===== src/rtl/irq_pkg.sv =====
// Shared definitions for the interrupt controller: register offsets, bit
// positions and the request/service state encoding.
package irq_pkg;

    localparam int IPEND_OFS = 0;
    localparam int IMASK_OFS = 4;
    localparam int ICTRL_OFS = 8;
    localparam int ISERV_OFS = 12;

    localparam int ICTRL_GIE_BIT   = 0;
    localparam int ISERV_VALID_BIT = 31;

    typedef enum logic [1:0] {
        IDLE    = 2'd0,
        REQ     = 2'd1,
        SERVICE = 2'd2
    } irq_state_e;

endpackage


===== src/rtl/irq_prio_enc.sv =====
// Fixed-priority encoder: the lowest set index wins. Pure combinational.
module irq_prio_enc #(
    parameter int N       = 4,
    parameter int ID_BITS = 2
) (
    input  logic [N-1:0]       req,
    output logic [ID_BITS-1:0] id,
    output logic               found
);

    // Scan from the top down so the last (lowest) set bit is what remains.
    always_comb begin
        id    = '0;
        found = 1'b0;
        for (int i = N - 1; i >= 0; i--) begin
            if (req[i]) begin
                id    = ID_BITS'(i);
                found = 1'b1;
            end
        end
    end

endmodule


===== src/rtl/irq_controller.sv =====
// Memory-mapped interrupt controller: edge capture into IPEND, mask and global
// enable, fixed priority, and a single-entry request/ack/eoi sequencer.
module irq_controller
    import irq_pkg::*;
#(
    parameter int             BITS    = 32,
    parameter logic [BITS-1:0] BASE   = 32'hF0000200,
    parameter int             NUM_SRC = 4,
    parameter int             ID_BITS = 2
) (
    input  logic               clk,
    input  logic               reset,
    input  logic               we,
    input  logic               re,
    input  logic [BITS-1:0]    memAddr,
    input  logic [BITS-1:0]    dataBusIn,
    output logic [BITS-1:0]    dataBusOut,
    input  logic [NUM_SRC-1:0] src,
    output logic               irq,
    output logic [ID_BITS-1:0] irq_id,
    input  logic               irq_ack,
    input  logic               irq_eoi
);

    logic [NUM_SRC-1:0] src_prev;
    logic [NUM_SRC-1:0] ipend;
    logic [NUM_SRC-1:0] imask;
    logic               gie;

    irq_state_e         state;
    irq_state_e         state_next;
    logic [ID_BITS-1:0] sel;
    logic [ID_BITS-1:0] sel_next;

    logic hit_ipend, hit_imask, hit_ictrl, hit_iserv;
    logic wr_ipend, wr_imask, wr_ictrl;

    logic [NUM_SRC-1:0] rise;
    logic [NUM_SRC-1:0] eligible;
    logic [NUM_SRC-1:0] sel_onehot;
    logic [NUM_SRC-1:0] w1c_clear;
    logic [NUM_SRC-1:0] ack_clear;
    logic               sel_pending;
    logic               ack_take;
    logic [ID_BITS-1:0] win_id;
    logic               win_found;

    logic unused_wdata;
    assign unused_wdata = ^dataBusIn[BITS-1:NUM_SRC];

    assign hit_ipend = (memAddr == BASE + BITS'(IPEND_OFS));
    assign hit_imask = (memAddr == BASE + BITS'(IMASK_OFS));
    assign hit_ictrl = (memAddr == BASE + BITS'(ICTRL_OFS));
    assign hit_iserv = (memAddr == BASE + BITS'(ISERV_OFS));

    assign wr_ipend = we & hit_ipend;
    assign wr_imask = we & hit_imask;
    assign wr_ictrl = we & hit_ictrl;

    assign rise        = src & ~src_prev;
    assign eligible    = ipend & imask;
    assign sel_onehot  = NUM_SRC'(1) << sel;
    assign sel_pending = |(ipend & sel_onehot);
    assign ack_take    = (state == REQ) & irq_ack;
    assign w1c_clear   = wr_ipend ? dataBusIn[NUM_SRC-1:0] : '0;
    assign ack_clear   = ack_take ? sel_onehot : '0;

    irq_prio_enc #(
        .N       (NUM_SRC),
        .ID_BITS (ID_BITS)
    ) u_prio_enc (
        .req   (eligible),
        .id    (win_id),
        .found (win_found)
    );

    // A new edge is OR'd in last so it survives a same-cycle W1C or ack clear.
    always_ff @(posedge clk or negedge reset) begin
        if (!reset) begin
            src_prev <= '0;
            ipend    <= '0;
            imask    <= '0;
            gie      <= 1'b0;
        end else begin
            src_prev <= src;
            ipend    <= (ipend & ~w1c_clear & ~ack_clear) | rise;
            if (wr_imask) imask <= dataBusIn[NUM_SRC-1:0];
            if (wr_ictrl) gie   <= dataBusIn[ICTRL_GIE_BIT];
        end
    end

    always_ff @(posedge clk or negedge reset) begin
        if (!reset) begin
            state <= IDLE;
            sel   <= '0;
        end else begin
            state <= state_next;
            sel   <= sel_next;
        end
    end

    // CPU handshake: irq stays high in REQ until a one-cycle irq_ack; the
    // source is then in service until a one-cycle irq_eoi. An ack in the same
    // cycle as a withdraw condition is honoured, since the CPU already took it.
    always_comb begin
        state_next = state;
        sel_next   = sel;
        irq        = 1'b0;
        irq_id     = '0;
        case (state)
            IDLE: begin
                if (gie && win_found) begin
                    sel_next   = win_id;
                    state_next = REQ;
                end
            end
            REQ: begin
                irq    = 1'b1;
                irq_id = sel;
                if (irq_ack) begin
                    state_next = SERVICE;
                end else if (!gie || !sel_pending) begin
                    state_next = IDLE;
                end
            end
            SERVICE: begin
                irq_id = sel;
                if (irq_eoi) state_next = IDLE;
            end
            default: state_next = IDLE;
        endcase
    end

    always_comb begin
        dataBusOut = '0;
        if (re) begin
            if (hit_ipend) begin
                dataBusOut[NUM_SRC-1:0] = ipend;
            end else if (hit_imask) begin
                dataBusOut[NUM_SRC-1:0] = imask;
            end else if (hit_ictrl) begin
                dataBusOut[ICTRL_GIE_BIT] = gie;
            end else if (hit_iserv && state == SERVICE) begin
                dataBusOut[ISERV_VALID_BIT] = 1'b1;
                dataBusOut[ID_BITS-1:0]     = sel;
            end
        end
    end

endmodule


===== config.mk =====
export PLATFORM = sky130hd
export DESIGN_NAME = irq_controller
export DESIGN_NICKNAME = d
export VERILOG_FILES = /design/src/rtl/irq_pkg.sv /design/src/rtl/irq_prio_enc.sv /design/src/rtl/irq_controller.sv
export SDC_FILE = /design/constraint.sdc
export NUM_CORES = 1
export LEC_CHECK = 0
export CORE_ASPECT_RATIO = 0.8
export CORE_MARGIN = 2
export CORE_UTILIZATION = 36
export CTS_BUF_LIST = sky130_fd_sc_hd__clkbuf_8
export CTS_CLUSTER_SIZE = 28
export DETAILED_ROUTE_END_ITERATION = 16
export PLACE_DENSITY = 0.89
export SLEW_MARGIN = 20
export SYNTH_ARGS = -nofsm -noshare
export SYNTH_HDL_FRONTEND = slang
export SYNTH_HIERARCHICAL = 1
export SYNTH_SLANG_ARGS = --single-unit

===== constraint.sdc =====
create_clock -name clk -period 4.9 [get_ports clk]
set_clock_uncertainty 0.2 [all_clocks]
set_input_delay 0.49 -clock clk [delete_from_list [all_inputs] [get_ports clk]]
set_output_delay 0.49 -clock clk [all_outputs]
set_load 0.02 [all_outputs]

# Word level (Yosys, flattened, before mapping)
# Cells that the tools add are included.
# op_classes
reduce_logical,10
n_eq_ne,9
muxes,29
bitwise_logic,13
n_shift,1
# ops
cell,count
== test 32 bit (second input constant),4
2-to-1 mux 2 bit,12
bitwise AND 4 bit,5
2-to-1 mux 4 bit,4
2-to-1 mux 1 bit,12
NOT 4 bit,3
one-hot mux 2 bit (3 select lines),1
bitwise AND 1 bit,4
!= test 2 bit (second input constant),2
OR 4 bit,1
OR reduction 4 bit,1
left shift 1 x 2 -> 4 bit (first input constant),1
!= test 3 x 2 -> 1 bit (second input constant),1
AND reduction 3 bit,1
== test 2 x 1 -> 1 bit (second input constant),1
== test 2 bit (second input constant),1
logical AND 1 bit,2
logical NOT 1 bit,2
logical NOT 2 bit,1
AND reduction 2 bit,1
OR reduction 2 bit,1
logical OR 1 bit,1
# totals
elab_cells,68
register_bits,17
out_inout_bits,35
inputBits,74

# Depth between registers and ports, before layout
# Gate-level depths: netlist of the first run.
# logic_depth
ltp_word,8
depth_mapped,6
depth_no_buf,6

# Modules after synthesis
# The synthesis of the first run kept the hierarchy.
# by_module_without_submodules
module,instances,area_each_um2,cells_each,seq_area_each_um2
irq_controller,1,1256.2,133,425.4
irq_prio_enc,1,35.0,7,0.0

# Worst setup path before layout of the first run
# Ideal clock, no wire load.
# synth_path
path_kind,input port to output port
startpoint,input port memAddr[8]
endpoint,output port dataBusOut[0]
t_arrival_ns,2.086
t_required_ns,4.210
path_stages,4
setup_slack_ns,2.124
n_path_buf,0
cell_sequence,nor4b_1 -> nand4_1 -> or4_4 -> a311oi_1
# synth_between
elab_chain_len,7
elab_cells_between_ends,10
classes_between,eq/ne (4); mux (5); reduce/logical (1)
# synth_rtl
item,line,rtl
from (decl),irq_controller.sv:15,"input logic [BITS-1:0] memAddr,"
== test 32 bit,irq_controller.sv:54,assign hit_iserv = (memAddr == BASE + BITS'(ISERV_OFS));
logical AND 1 bit,irq_controller.sv:143,end else if (hit_iserv && state == SERVICE) begin
2-to-1 mux 2 bit,irq_controller.sv:143,
2-to-1 mux 1 bit,irq_controller.sv:141,end else if (hit_ictrl) begin
2-to-1 mux 2 bit,irq_controller.sv:139,end else if (hit_imask) begin
2-to-1 mux 4 bit *,irq_controller.sv:137,if (hit_ipend) begin
2-to-1 mux 4 bit *,irq_controller.sv:136,if (re) begin
to (decl),irq_controller.sv:17,"output logic [BITS-1:0] dataBusOut,"
# Mark *: on every way between the ends. The rest lies on a longest branch, timed or not.

# Final worst setup path of the first run
# Same ends and word-level chain as after synthesis.

==> metrics.cfg, run 1 <==
[status]
status=finished, final reports clean

[power]
peakVddDrop_mv=0.1828
clkPwrFrac_pct=32.2
power_density_nw_per_um2=173.1
p_sw_mw=0.07885
seqPwrFrac_pct=45.6
p_leak_nw=0.7420
p_int_mw=0.2338
p_sw_share_pct=25.22
p_comb_share_pct=22.2

[synth]
synth_edf_count=0
synthMuxAreaShare_pct=11.05
synth-compound-area-share_pct=6.783
synthTopCellsByArea=dfrtp_1 (33%), buf_4 (16%), mux2_2 (6.1%)
synth_top_family_by_area=simple AND/OR/NAND/NOR gates
syn_area_um2=1291
synth.distinct_cells=36
synth_fa_ha_area_share_pct=2.907
yosysTopAreaCellShare_pct=32.95
yosys-top-cells-count=buf_4 (27), dfrtp_1 (17), nor2b_1 (9), a21oi_1 (8)
synth-xor-area-share_pct=0
async_flop_share_pct=100.0
yosys.area_share.simple_pct=27.91
synth_area_leader_cell=dfrtp_1
synth.avg_cell_area_um2=9.223
yosys_warnings=6
synthCells=140
synthFlopType=dfrtp_1
yosysMostFrequentCell=buf_4
yosysSeqAreaShare_pct=32.95
synth-seq-cells=17

[worst_setup_path]
crit_arrival_ns=3.04
critPathKind=in -> out
regToRegEndpoint=state[0]$_DFFE_PN0P_
end_kind=output port
cp-start-kind=primary input
regToRegSetupSlack_ns=2.75
r2r-start=sel[1]$_DFFE_PN0P_
ff2ff_path_depth=3
crit_path_max_fanout=5
cp-startpoint=memAddr[8]
cp.required_ns=4.21

[cts]
cts_tree=yes
clk_pin_slew_ns=0.06
cts_resized=0
root_buffer=clkbuf_8
htree_levels=1
cts_buffer_depth=2
cts.sinks=17
cts_hold_buf=0
insertion_delay_ns=0.25
postCtsSetupRepairBufs=0
numCtsBuffers=3

[place]
place.gp.congestion=0.8227
place_hpwl_um=2460
port_buffers=53

[detailed_routing]
vias_per_cell=4.763
drc=0
finalWirelength_um=2898
drtIter0Drc=16
wl_per_cell_um=12.28
vias=1124
postRouteAntennaNets=0
drtPass1Iterations=4

[sta]
setup_tns_ns=0
max_freq_mhz=268.2
max_slew.worst_pin.slew_ns=0.7859
report.final.slew_viol_count=0
setup_violations=0
relSlewSlack_pct=47.12
fin_crit_sh_pct=76.08
fin_crit_ns=3.728
rsz0062_at_grt=false
finalHoldViolations=0
hold_ws_ns=0.3256

[floorplan]
die_w_um=70.96
ios=109
coreArea_um2=3423
start_util_pct=37.72
num_rows=19
dieHeight_um=57.57
dieArea_um2=4085

[global_routing]
grt_pass1_wl_um=4471
grt_pass1_vias=1019
antenna_found_initial=0
grt_max_degree=18
grt-ovfl-total=0
grt_use_total_pct=14.17

[hold_path]
min_to=imask[3]$_DFFE_PN0P_
hp-class=reg -> reg
holdPathStages=1
hold_path_startpoint=imask[3]$_DFFE_PN0P_

[run]
drv_cap=0

[layout]
area_delta_synth_final_pct=39.83
num-nets-final=272
num_antenna_cells=0
drive_gt1_share_pct=8.763

## cell type report
cell class / count / area, um2
fill: 323 / 1618
multi-input combinational: 114 / 729.5
timing repair buffer: 53 / 530.5
sequential: 17 / 425.4
tap: 42 / 52.55
clock buffer: 3 / 41.29
inverter: 6 / 22.52
clock inverter: 1 / 3.754
## critical path: stages
cell and delay (ns):
clkdlybuf4s50_1 0.41, nor4b_1 0.46, nand4_1 0.15, or4_4 0.59
a311oi_1 0.27, clkdlybuf4s50_1 0.66
## metrics by stage
step | cell area, um2 | util, % | worst slack, ns | std cells | power [mW]
3_5_place_dp | 1760 | 51.43 | 1.130 | 232 | 0.2147
4_1_cts | 1805 | 52.74 | 1.120 | 236 | 0.3190
3_3_place_gp | 1760 | 51.43 | 1.239 | 232 | 0.2137
5_1_grt | 1805 | 52.74 | 1.031 | 236 | 0.3284
2_1_floorplan | 1389 | - | 2.124 | 166 | 0.1897
6_report | 1805 | 52.74 | 1.172 | 236 | 0.3126
## worst max path at each step
stage	endpoint	slack (ns)	depth (start not counted)
6_report	dataBusOut[0]	1.17	6
5_1_grt	dataBusOut[0]	1.03	6
4_1_cts	dataBusOut[0]	1.12	6
3_5_place_dp	dataBusOut[0]	1.13	6
3_3_place_gp	dataBusOut[0]	1.24	6
2_1_floorplan	dataBusOut[0]	2.12	4
## power groups by stage
stage	combinational, mW	sequential (mW)	clock, mW
final	0.0695	0.142	0.101
after detailed placement	0.0697	0.145	0
after CTS	0.0698	0.142	0.107
after global routing	0.0747	0.142	0.111
after floorplan	0.0447	0.145	0
after global placement	0.0687	0.145	0
## sequential cells by signal, summed over array words and instances (netlist names)
register and flops:
imask 4, gie 1, state 2, sel 2
src_prev 4, ipend 4
## cell usage in the layout, fill, tap and decap left out, types with 6 or more instances in the layout
master / n
conb_1: 27
clkdlybuf4s50_1: 53
nand2_1: 6
nor2b_1: 9
inv_1: 7
nor2_1: 7
mux2_2: 7
nand3_1: 6
dfrtp_1: 17
a21oi_1: 8
nor4_1: 6
## per-layer routing
| layer | part of all wire (%) | GRT usage (%) | routed length [um] | vias to the layer above |
|---|---|---|---|---|
| met5 | 0 | 0 | 0 | - |
| met2 | 49 | 25.10 | 1430 | 56 |
| met3 | 11 | 6.007 | 329 | 0 |
| met4 | 0 | 2.426 | 0 | 0 |
| met1 | 39 | 16.30 | 1138 | 519 |
| li1 | - | - | - | 549 |
## cell families (layout without fill, tap and decap cells)
| kind of cell | count (synthesis) | in the layout |
|---|---|---|
| multiplexers | 12 | 12 |
| adder cells (fa/ha/maj) | 3 | 3 |
| AO/OA/AOI/OAI | 14 | 14 |
| buffers and inverters | 35 | 63 |
| other | 1 | 27 |
| flip-flops | 17 | 17 |
| AND/OR/NAND/NOR | 58 | 58 |
Power figures use the tool's default switching activity.
==> run 2: changes to the inputs <==
--- a/config.mk
+++ b/config.mk
@@ -7,11 +7,11 @@
 export LEC_CHECK = 0
 export CORE_ASPECT_RATIO = 0.8
 export CORE_MARGIN = 2
-export CORE_UTILIZATION = 36
+export CORE_UTILIZATION = 33
 export CTS_BUF_LIST = sky130_fd_sc_hd__clkbuf_8
 export CTS_CLUSTER_SIZE = 28
 export DETAILED_ROUTE_END_ITERATION = 16
-export PLACE_DENSITY = 0.89
+export PLACE_DENSITY = 0.83
 export SLEW_MARGIN = 20
 export SYNTH_ARGS = -nofsm -noshare
 export SYNTH_HDL_FRONTEND = slang
==> constraint.sdc (replaced) <==
create_clock -name clk -period 3.7 [get_ports clk]
set_clock_uncertainty 0.2 [all_clocks]
set_input_delay 0.37 -clock clk [delete_from_list [all_inputs] [get_ports clk]]
set_output_delay 0.37 -clock clk [all_outputs]
set_load 0.02 [all_outputs]
==> metrics.cfg, run 2 (synthesis gave the netlist of run 1 again) <==
[sta]
setup_violations=0
finalHoldViolations=0
max_slew.worst_pin.slew_ns=0.8659
report.final.slew_viol_count=0
max_freq_mhz=291.0
relSlewSlack_pct=41.74
fin_crit_ns=3.436
setup_tns_ns=0
rsz0062_at_grt=false
fin_crit_sh_pct=92.88

[status]
status=finished, final reports clean

[floorplan]
start_util_pct=34.17
dieArea_um2=4432
num_rows=20
die_w_um=73.94
coreArea_um2=3779
ios=109
dieHeight_um=59.95

[layout]
instances_no_fill=249
top_regs=imask: 4 flops, ipend: 4 flops, src_prev: 4 flops
area_delta_synth_final_pct=41.09
final_common_cell=clkdlybuf4s50_1
final_cell_mix=clkdlybuf4s50_1 (53), conb_1 (27), dfrtp_1 (17), nor2b_1 (9), a21oi_1 (8)
num-nets-final=272
num_antenna_cells=0
drive_gt1_share_pct=8.763

[worst_setup_path]
critPathSlowestCell=clkdlybuf4s50_1
cpMostUsedCell=clkdlybuf4s50_1
crit_path_max_fanout=5
critPathKind=in -> out
crit_chain=clkdlybuf4s50_1, nor4b_1, nand4_1, or4_4, a311oi_1, clkdlybuf4s50_1
crit_arrival_ns=2.87
end_kind=output port
regToRegSetupSlack_ns=1.53
max_stage_delay_ns=0.67
cp-start-kind=primary input
cp.required_ns=3.13

[global_routing]
grt_pass1_vias=1089
grt-ovfl-total=0
grt_max_degree=18
antenna_found_initial=0
grt_pass1_wl_um=4547
grt_use_total_pct=13.37

[cts]
root_buffer=clkbuf_8
htree_levels=1
cts_resized=0
cts_hold_buf=0
cts_tree=yes
cts.sinks=17
postCtsSetupRepairBufs=0
cts_buffer_depth=2
insertion_delay_ns=0.25
numCtsBuffers=3
clk_pin_slew_ns=0.06

[power]
p_leak_nw=0.7420
power_density_nw_per_um2=228.1
peakVddDrop_mv=0.1758

[detailed_routing]
routed.top_layer=met4
drc=0
vias=1134
finalWirelength_um=2896
drtPass1Iterations=4
postRouteAntennaNets=0
dr_wl_met3_um=366
route.layer.met1.wl_um=1168
wl_per_cell_um=11.63
dr_wl_met2_um=1350
drtIter0Drc=14
vias_per_cell=4.554

[place]
port_buffers=53
place_inst=245
place_hpwl_um=2465
place.gp.congestion=0.7866

[hold_path]
hp-class=reg -> reg

[run]
drv_cap=0

==> run 2: final timing paths <==
path	startpoint	end	depth (start not counted)
min reg2reg	state[0]$_DFFE_PN0P_	state[0]$_DFFE_PN0P_	1
max in group asynchronous	reset	imask[3]$_DFFE_PN0P_	1
max reg2reg	sel[1]$_DFFE_PN0P_	state[0]$_DFFE_PN0P_	3
max	memAddr[8]	dataBusOut[0]	6
min in group asynchronous	reset	sel[0]$_DFFE_PN0P_	1
min	state[0]$_DFFE_PN0P_	state[0]$_DFFE_PN0P_	1
==> run 2: final cells by class <==
type                            instances  area (um2)
Timing Repair Buffer                   53       530.5
Clock buffer                            3       41.29
Inverter                                6       22.52
Fill cell                             370        1957
Clock inverter                          1       3.754
Sequential cell                        17       425.4
Multi-Input combinational cell        114       729.5
Tap cell                               55       68.82
==> run 2: through the flow <==
stage	cell area (um2)	hold slack (ns)	utilization (%)	power (mW)	setup WS, ns
6_report	1822	0.3285	48.21	0.4155	0.2636
5_1_grt	1822	0.3597	48.21	0.4362	0.1127
4_1_cts	1822	0.3337	48.21	0.4219	0.1877
3_5_place_dp	1777	0.3187	47.02	0.2839	0.1910
3_3_place_gp	1777	0.3083	47.02	0.2826	0.1960
2_1_floorplan	1389	-0.1256	-	0.2512	1.164
==> run 2: report_power, final <==
group / leakage [nW] / total, mW / switching, mW / internal [mW]
Combinational: 0.508 / 0.0913 / 0.0434 / 0.0479
Sequential: 0.207 / 0.189 / 0.000561 / 0.188
Clock: 0.0269 / 0.136 / 0.0619 / 0.0737
Total: 0.742 / 0.415 / 0.106 / 0.310
==> run 2: critical path, delay by kind of cell <==
family                 cells  cell delay (ns)
and+or+nand+nor            3             1.16
buffers and inverters      2             1.07
AOI/OAI and AO/OA          1             0.27
==> run 2: layer usage <==
layer | up-vias | track usage (%)
li1 | 553 | -
met1 | 517 | 15.82
met2 | 61 | 24.11
met3 | 3 | 4.384
met4 | 0 | 2.078
met5 | - | 0
